`config.mk`:
```
export PLATFORM = sky130hd
export DESIGN_NAME = wfg_pat_sched
export DESIGN_NICKNAME = d
export VERILOG_FILES = /design/src/rtl/wfg_pat_sched_pkg.sv /design/src/rtl/wfg_pat_sched_timer.sv /design/src/rtl/wfg_pat_sched.sv
export SDC_FILE = /design/constraint.sdc
export NUM_CORES = 1
export LEC_CHECK = 0
export BUFFER_PORTS_ARGS = -buffer_cell sky130_fd_sc_hd__buf_2
export CORE_MARGIN = 4
export CORE_UTILIZATION = 30
export DETAILED_ROUTE_END_ITERATION = 12
export PLACE_DENSITY_LB_ADDON = 0.3
export SLEW_MARGIN = 20
export SYNTH_ARGS = -nofsm -noshare
export SYNTH_HDL_FRONTEND = slang
export SYNTH_SLANG_ARGS = --single-unit
export TNS_END_PERCENT = 20
```
`constraint.sdc`:
```
create_clock -name clk -period 6.63 [get_ports clk]
set_clock_uncertainty 0.15 [all_clocks]
set_input_delay 0.9945 -clock clk [delete_from_list [all_inputs] [get_ports clk]]
set_output_delay 0.9945 -clock clk [all_outputs]
set_load 0.05 [all_outputs]
```
`src/rtl/wfg_pat_sched_pkg.sv`:
```
// wfg_pat_sched_pkg: shared state encoding and default sizing for the pattern scheduler
package wfg_pat_sched_pkg;
  localparam int DEF_DEPTH = 16;
  localparam int DEF_AXIS_WIDTH = 32;
  typedef enum logic {IDLE = 1'b0, RUN = 1'b1} state_t;
endpackage

```
`src/rtl/wfg_pat_sched_timer.sv`:
```
// wfg_pat_sched_timer: clock/subcycle counters producing the period-start pulse
// Ports: clk, rst_n (sync, active-low); run = scheduler in RUN, en = stays in RUN next cycle;
//   cfg_subcycle/cfg_sync = counter limits; sync = period-start pulse; subcycle_cnt = current subcycle.
module wfg_pat_sched_timer (
  input  logic       clk,
  input  logic       rst_n,
  input  logic       run,
  input  logic       en,
  input  logic [7:0] cfg_subcycle,
  input  logic [7:0] cfg_sync,
  output logic       sync,
  output logic [7:0] subcycle_cnt
);
  logic [7:0] clk_cnt;
  logic       clk_wrap;
  assign clk_wrap = clk_cnt >= cfg_subcycle;
  // counters are zero on entry to RUN, so the first RUN cycle pulses automatically
  assign sync = run && clk_cnt == 8'd0 && subcycle_cnt == 8'd0;
  // clearing on !en as well keeps the counters at 0 in the first IDLE cycle
  always_ff @(posedge clk) begin
    if (!rst_n || !run || !en) begin
      clk_cnt      <= 8'd0;
      subcycle_cnt <= 8'd0;
    end else begin
      clk_cnt      <= clk_wrap ? 8'd0 : clk_cnt + 8'd1;
      subcycle_cnt <= !clk_wrap ? subcycle_cnt : (subcycle_cnt >= cfg_sync ? 8'd0 : subcycle_cnt + 8'd1);
    end
  end
endmodule

```
`src/rtl/wfg_pat_sched.sv`:
```
// wfg_pat_sched: periodic pattern-table scheduler emitting one AXI-Stream word per sync period
// Ports: clk, rst_n (sync, active-low); ctrl_en_q_i enable; cfg_* timing/length config;
//   tbl_* table write port; pat_sync_o / pat_subcycle_cnt_o timing outputs;
//   wfg_axis_* pattern stream; underrun_o / underrun_clr_i sticky overwrite flag.
// Macro WFG_PAT_SCHED_UNDERRUN_EN enables the underrun flag; otherwise underrun_o is 0.
module wfg_pat_sched
  import wfg_pat_sched_pkg::*;
#(
  parameter int AXIS_WIDTH = DEF_AXIS_WIDTH,
  parameter int DEPTH      = DEF_DEPTH,
  localparam int AW        = $clog2(DEPTH)
) (
  input  logic                  clk,
  input  logic                  rst_n,
  input  logic                  ctrl_en_q_i,
  input  logic [7:0]            cfg_subcycle_q_i,
  input  logic [7:0]            cfg_sync_q_i,
  input  logic [AW-1:0]         cfg_len_q_i,
  input  logic                  tbl_we_i,
  input  logic [AW-1:0]         tbl_addr_i,
  input  logic [AXIS_WIDTH-1:0] tbl_wdata_i,
  output logic                  pat_sync_o,
  output logic [7:0]            pat_subcycle_cnt_o,
  output logic                  wfg_axis_tvalid_o,
  input  logic                  wfg_axis_tready_i,
  output logic                  wfg_axis_tlast_o,
  output logic [AXIS_WIDTH-1:0] wfg_axis_tdata_o,
  output logic                  underrun_o,
  input  logic                  underrun_clr_i
);
  state_t                state;
  logic                  run;
  logic [AXIS_WIDTH-1:0] tbl [DEPTH];
  logic [AW-1:0]         idx;
  logic                  pend_v;
  logic                  pend_l;
  logic [AXIS_WIDTH-1:0] pend_d;
  logic                  cur_l;
  assign run = state == RUN;
  always_ff @(posedge clk) begin
    if (!rst_n) state <= IDLE;
    else        state <= ctrl_en_q_i ? RUN : IDLE;
  end
  wfg_pat_sched_timer u_timer (
    .clk          (clk),
    .rst_n        (rst_n),
    .run          (run),
    .en           (ctrl_en_q_i),
    .cfg_subcycle (cfg_subcycle_q_i),
    .cfg_sync     (cfg_sync_q_i),
    .sync         (pat_sync_o),
    .subcycle_cnt (pat_subcycle_cnt_o)
  );
  // table is not reset; reads see pre-write contents in the write cycle
  always_ff @(posedge clk) begin
    if (tbl_we_i) tbl[tbl_addr_i] <= tbl_wdata_i;
  end
  // the sync cycle presents the table word directly; later cycles replay the held copy
  assign cur_l             = idx == cfg_len_q_i;
  assign wfg_axis_tvalid_o = pat_sync_o || pend_v;
  assign wfg_axis_tdata_o  = pat_sync_o ? tbl[idx] : pend_d;
  assign wfg_axis_tlast_o  = pat_sync_o ? cur_l : pend_l;
  always_ff @(posedge clk) begin
    if (!rst_n || !run || !ctrl_en_q_i) begin
      idx    <= '0;
      pend_v <= 1'b0;
      pend_l <= 1'b0;
      pend_d <= '0;
    end else if (pat_sync_o) begin
      idx    <= cur_l ? '0 : idx + 1'b1;
      pend_v <= !wfg_axis_tready_i;
      pend_l <= cur_l;
      pend_d <= tbl[idx];
    end else if (wfg_axis_tready_i) begin
      pend_v <= 1'b0;
    end
  end
`ifdef WFG_PAT_SCHED_UNDERRUN_EN
  // a sync while a word is still held displaces that word; set wins over clear
  always_ff @(posedge clk) begin
    if (!rst_n)                     underrun_o <= 1'b0;
    else if (pat_sync_o && pend_v)  underrun_o <= 1'b1;
    else if (underrun_clr_i)        underrun_o <= 1'b0;
  end
`else
  logic unused_clr;
  assign unused_clr = underrun_clr_i;
  assign underrun_o = 1'b0;
`endif
endmodule
```
### Word-level counts from Yosys, hierarchy flattened

Memory sizes are Yosys's and may differ from the RTL's. A register that Yosys moved wholly into a read port is not among the register bits.
Cells that the tools add are included.

| storage, ports and cells | value |
|---|---|
| register bits after elaboration | 55 |
| memory bits (writable) | 512 |
| input bits | 62 |
| output and inout port bits | 44 |
| word-level logic and storage cells | 38 |
| memories | 1 |

Memories:

| memory | depth | width | read ports | clocked after Yosys merged registers in | write ports | line | text |
|---|---|---|---|---|---|---|---|
| tbl | 16 | 32 | 1 | 1 | 1 | wfg_pat_sched.sv:33 | `logic [AXIS_WIDTH-1:0] tbl [DEPTH];` |

| cells by class | value |
|---|---|
| $add $sub $neg | 3 |
| order comparisons | 2 |
| equality and inequality tests | 1 |
| mux-type cells | 11 |
| reduce and logical (&&, ||, !) cells | 13 |

Operators by type and width:

| operator | count |
|---|---|
| $mux W32 | 1 |
| $add A8 B1 Y8 const B | 2 |
| $ge A8 B8 Y1 | 2 |
| $logic_not A8 Y1 | 2 |
| $mux W4 | 3 |
| $mux W8 | 1 |
| $mux W1 | 6 |
| $add A4 B1 Y4 const B | 1 |
| $eq A4 B4 Y1 | 1 |
| $logic_not A1 Y1 | 4 |
| $logic_or A1 B1 Y1 | 3 |
| $logic_and A1 B1 Y1 | 2 |
| $reduce_bool A2 Y1 | 1 |
| $reduce_or A2 Y1 | 1 |

### Logic depth before layout (Yosys ltp)

| logic depth | value |
|---|---|
| word-level depth | 5 |
| gate-level depth with buffers | 8 |
| gate-level depth less buffers | 7 |

### Modules after synthesis

Synthesis repeated with hierarchy kept, for this count alone.

| second synthesis, totals | value |
|---|---|
| cells, all modules | 1090 |
| area, all modules | 22459.0 um2 |

By module, submodules not included:

| module | times used | cells an instance | area each (um2) | seq. area each (um2) |
|---|---|---|---|---|
| wfg_pat_sched | 1 | 948 | 21271.7 | 16235.6 |
| wfg_pat_sched_timer | 1 | 142 | 1187.4 | 320.3 |

### Worst setup path before layout

OpenSTA, ideal clock, no wires.

| path | value |
|---|---|
| kind | input to register |
| start | input port tbl_addr_i[2] |
| end | memory tbl[0][0] (netlist bit), enable pin |
| setup time | 461 ps |
| data arrival time | 3713 ps |
| data required time | 6019 ps |
| setup slack | 2306 ps |
| stages on the path | 2 |
| buffers on the path | 0 |
| cells stage by stage | or3b_2 -> nor3_1 |

RTL lines:

| element | line | text |
|---|---|---|
| start: declaration | wfg_pat_sched.sv:20 | `input logic [AW-1:0] tbl_addr_i,` |
| end: declaration | wfg_pat_sched.sv:33 |  |

No word-level cell before the write port.

### Worst setup path after layout

| path | value |
|---|---|
| start | register u_timer.clk_cnt[0] |
| end | output port wfg_axis_tdata_o[5] |

| between the ends | value |
|---|---|
| word-level cells in the longest chain between the ends | 4 |

Ends and longest elaborated chain:

| element | line | text |
|---|---|---|
| start: declaration | wfg_pat_sched_timer.sv:14 | `logic [7:0] clk_cnt;` |
| start signal: assignment | wfg_pat_sched_timer.sv:25 | `clk_cnt <= clk_wrap ? 8'd0 : clk_cnt + 8'd1;` |
| $logic_not A8 Y1 | wfg_pat_sched_timer.sv:18 | `assign sync = run && clk_cnt == 8'd0 && subcycle_cnt == 8'd0;` |
| $logic_and A1 B1 Y1 (2 in series) | wfg_pat_sched_timer.sv:18 |  |
| $mux W32 | - |  |
| end: declaration | wfg_pat_sched.sv:27 | `output logic [AXIS_WIDTH-1:0] wfg_axis_tdata_o,` |

No other way between the ends.

==> out/results.md <==
Synthesis
- synthesized instance count: 1,081
- most repeated cell in the gate-level netlist after synthesis: sky130_fd_sc_hd__edfxtp_1
- async set-or-reset flop fraction in the synthesized netlist: 0%
- main area contributors after synthesis: sky130_fd_sc_hd__edfxtp_1 (70%), sky130_fd_sc_hd__mux4_2 (13%), sky130_fd_sc_hd__dfxtp_1 (5.3%), sky130_fd_sc_hd__mux2_2 (3.4%), sky130_fd_sc_hd__a222oi_1 (1.5%)
- Post-Syn Area per Cell: 20.4 um2
- primary flip-flop cell chosen by synthesis mapping: sky130_fd_sc_hd__edfxtp_1
- top cell types by occurrence after synthesis: sky130_fd_sc_hd__edfxtp_1 (512), sky130_fd_sc_hd__mux4_2 (128), sky130_fd_sc_hd__mux2_2 (66)
- net count of the mapped netlist: 1,164
- Yosys top cell area share: 69.6%
- register bit total from synthesis: 571
- fraction of the yosys area taken by sequential cells: 75.0%
- cell taking the most area after synthesis: sky130_fd_sc_hd__edfxtp_1
- YS warnings: 0
- area of the mapped netlist: 22,100 um2
- number of flops mapped to enable cells by yosys: 512
- distinct cell type count after synthesis: 46

Routing
- Met2 Routed Length: 24,200 um
- number of DRC violations after detailed routing: 0
- vias: 10.8k
- post-route ant nets: 0
- routed wire length: 51,000 um
- First-pass DRT Iterations: 5
- Via-to-Cell Ratio: 4.85
- amount of wire on met3 after detailed routing: 2980 um
- routed metal-1 wirelength: 22,800 um
- Avg WL per Cell: 22.9 um
- uppermost layer routed: met5
- drt initial violations: 1,006

Layout
- final net count: 1,303
- share of final-layout standard cells stronger than drive strength 1: 34.8%
- Antenna Cells: 0
- P&R area growth vs syn: 17.0%

Min path
- beginning of the worst hold path: u_timer.clk_cnt[0]
- type of the most critical hold path: flop to flop

Place
- gpl congestion: 0.705
- number of buffer cells added on primary ports: 103
- DP HPWL: 25,200 um

Setup path
- Critical Path Slowest Stage Cell: sky130_fd_sc_hd__nor2_4
- CP max FO: 41
- depth of the most critical reg-to-reg path: 9
- capture instance of the worst register-to-register path: pend_d[2]
- biggest cell delay along the critical path: 0.80 ns
- data arrival time of the critical path: 4.00 ns
- Top Family by Delay on Critical Path: buffers and inverters
- endpoint type of the worst setup path: output pin
- Critical Path, Cell by Cell: inv_1 -> ha_1 -> nor4b_1 -> nand4_1 -> buf_4 -> nor2_4 -> buf_4 -> a222oi_1 -> inv_1 -> buf_2
- worst setup path class: flop to output pin
- path length in cells of the critical path: 10
- required time at the worst-slack endpoint: 5.49 ns
- Critical Path Source Type: flop
- critical path endpoint: wfg_axis_tdata_o[5]
- setup slack, reg-to-reg: 3.28 ns
- number of buffer and inverter stages on the critical path: 5
- RR Startpoint: u_timer.clk_cnt[0]
- critical path startpoint: u_timer.clk_cnt[0]

Clocking
- H-tree depth reported by CTS: 2
- Resize count post-CTS: 0
- TritonCTS clock tree: yes
- Clock Tree Buf Depth: 3
- number of CTS-inserted buffers: 59
- Clock Root Buffer: sky130_fd_sc_hd__clkbuf_16
- clock transition at the registers of the reported paths: 0.06 ns
- clock latency at the later pin of the worst-skew pair: 0.60 ns
- buffers inserted by post-CTS timing repair: 0
- hold-fix buffers at CTS: 0
- Sinks on Clock Net: 571

Pwr
- largest vdd supply drop: 226 uV
- total power: 7.47 mW
- power density cells: 289 nW/um2
- leakage power summed over all cells: 8.49 nW

Floorplan
- area of the core: 73,000 um2
- std cell rows: 99
- initial core utilization: 30.3%
- floorplan die width: 279 um
- I/O Pins: 106
- Die Area: 78,000 um2
- die extent in y: 279 um

STA
- Final Max Tran Viols: 0
- total negative slack: 0 ns
- actual slew at the worst max-slew pin: 1.03 ns
- setup repair after global routing missed its margin: no
- relative slew slack: 30.8%
- final period demand of the worst path: 5.15 ns
- hold violation total from the final report: 0
- # setup viols final: 0
- final period utilization: 77.6%
- Achievable Freq: 0.194 GHz

GRT
- number of antenna violations at the first check in global routing: 6
- wire length of the first global-routing pass: 74,600 um
- Global Route Usage Sum: 12.9%
- Remaining Overflow, GRT: 0
- via count of the first global-routing pass: 11.1k
- pin count of the biggest net entering global routing: 61

Job
- count of max-cap constraint violations: 0

Outcome
- run status: finished clean

[registers in the layout, indices dropped and copies added (netlist names), named ones only]
register,count
u_timer.clk_cnt,8
pend_d,32
u_timer.subcycle_cnt,8
pend_l,1
idx,4
pend_v,1
run,1
tbl,512
[per-layer routing]
metal  GRT usage, %  vias up
met2           20.9      300
met4           3.09        4
met3           2.27       72
li1               -     4702
met5              0        -
met1           18.2     5725
[power breakdown]
| group | switching [mW] | internal (mW) | total [mW] |
|---|---|---|---|
| combinational | 0.158 | 0.0585 | 0.217 |
| sequential | 0.0136 | 3.98 | 4.00 |
| clock | 1.34 | 1.91 | 3.25 |
| total | 1.51 | 5.95 | 7.47 |
[cell families after synthesis]
| kind of cell | Yosys count | share of synthesized area (%) |
|---|---|---|
| flip-flops | 571 | 75.0 |
| multiplexers | 194 | 16.4 |
| AND/OR/NAND/NOR | 117 | 2.49 |
| buffers and inverters | 103 | 2.02 |
| AO/OA/AOI/OAI | 64 | 2.48 |
| adder cells (fa/ha/maj) | 21 | 1.19 |
| XOR/XNOR | 10 | 0.397 |
| other | 1 | 0.0170 |
[cell type report]
cell class,count,area [um2]
Clock inverter,26,213
Multi-Input combinational cell,407,5210
Tap cell,959,1200
Fill cell,6750,47100
Inverter,52,195
Clock buffer,82,1720
Timing Repair Buffer,129,736
Sequential cell,571,16600
[placed cells by master (no fill, tap or decap), types with 5 or more instances in the layout]
| master | netlist | layout |
|---|---|---|
| sky130_fd_sc_hd__edfxtp_1 | 512 | 512 |
| sky130_fd_sc_hd__mux4_2 | 128 | 128 |
| sky130_fd_sc_hd__buf_2 | 6 | 103 |
| sky130_fd_sc_hd__mux2_2 | 66 | 66 |
| sky130_fd_sc_hd__clkbuf_16 | 0 | 61 |
| sky130_fd_sc_hd__dfxtp_1 | 59 | 56 |
| sky130_fd_sc_hd__inv_1 | 52 | 52 |
| sky130_fd_sc_hd__nor2_1 | 64 | 50 |
| sky130_fd_sc_hd__a222oi_1 | 32 | 32 |
| sky130_fd_sc_hd__buf_4 | 4 | 24 |
| sky130_fd_sc_hd__ha_1 | 21 | 21 |
| sky130_fd_sc_hd__nor2_4 | 0 | 14 |
| sky130_fd_sc_hd__clkinv_2 | 0 | 13 |
| sky130_fd_sc_hd__clkbuf_8 | 0 | 11 |
| sky130_fd_sc_hd__clkbuf_1 | 33 | 10 |
| sky130_fd_sc_hd__nand3_1 | 10 | 9 |
| sky130_fd_sc_hd__nand2_1 | 8 | 8 |
| sky130_fd_sc_hd__xor2_1 | 8 | 8 |
| sky130_fd_sc_hd__a21oi_1 | 6 | 6 |
| sky130_fd_sc_hd__a21o_1 | 6 | 6 |
| sky130_fd_sc_hd__o21ai_0 | 5 | 5 |
| sky130_fd_sc_hd__a22o_1 | 5 | 5 |
| sky130_fd_sc_hd__clkinv_1 | 0 | 5 |
[through the flow]
step	setup slack, ns	area [um2]	cells	utilization (%)	hold slack (ns)
final	1.48	25800	2226	35.4	0.337
after global routing	1.16	25800	2226	35.4	0.369
after CTS	1.37	25800	2226	35.4	0.351
after detailed placement	2.06	23900	2118	32.8	0.300
after global placement	2.12	23900	2118	32.8	0.295
after floorplan	2.31	22100	1081	-	0.276
[how the worst min path moves through the flow]
stage / depth (start not counted) / end
final: 1 / u_timer.clk_cnt[0]
after global routing: 1 / u_timer.clk_cnt[0]
after CTS: 1 / u_timer.clk_cnt[0]
after detailed placement: 1 / u_timer.clk_cnt[0]
after global placement: 1 / u_timer.clk_cnt[0]
after floorplan: 1 / u_timer.clk_cnt[0]
Power figures use the tool's default switching activity.
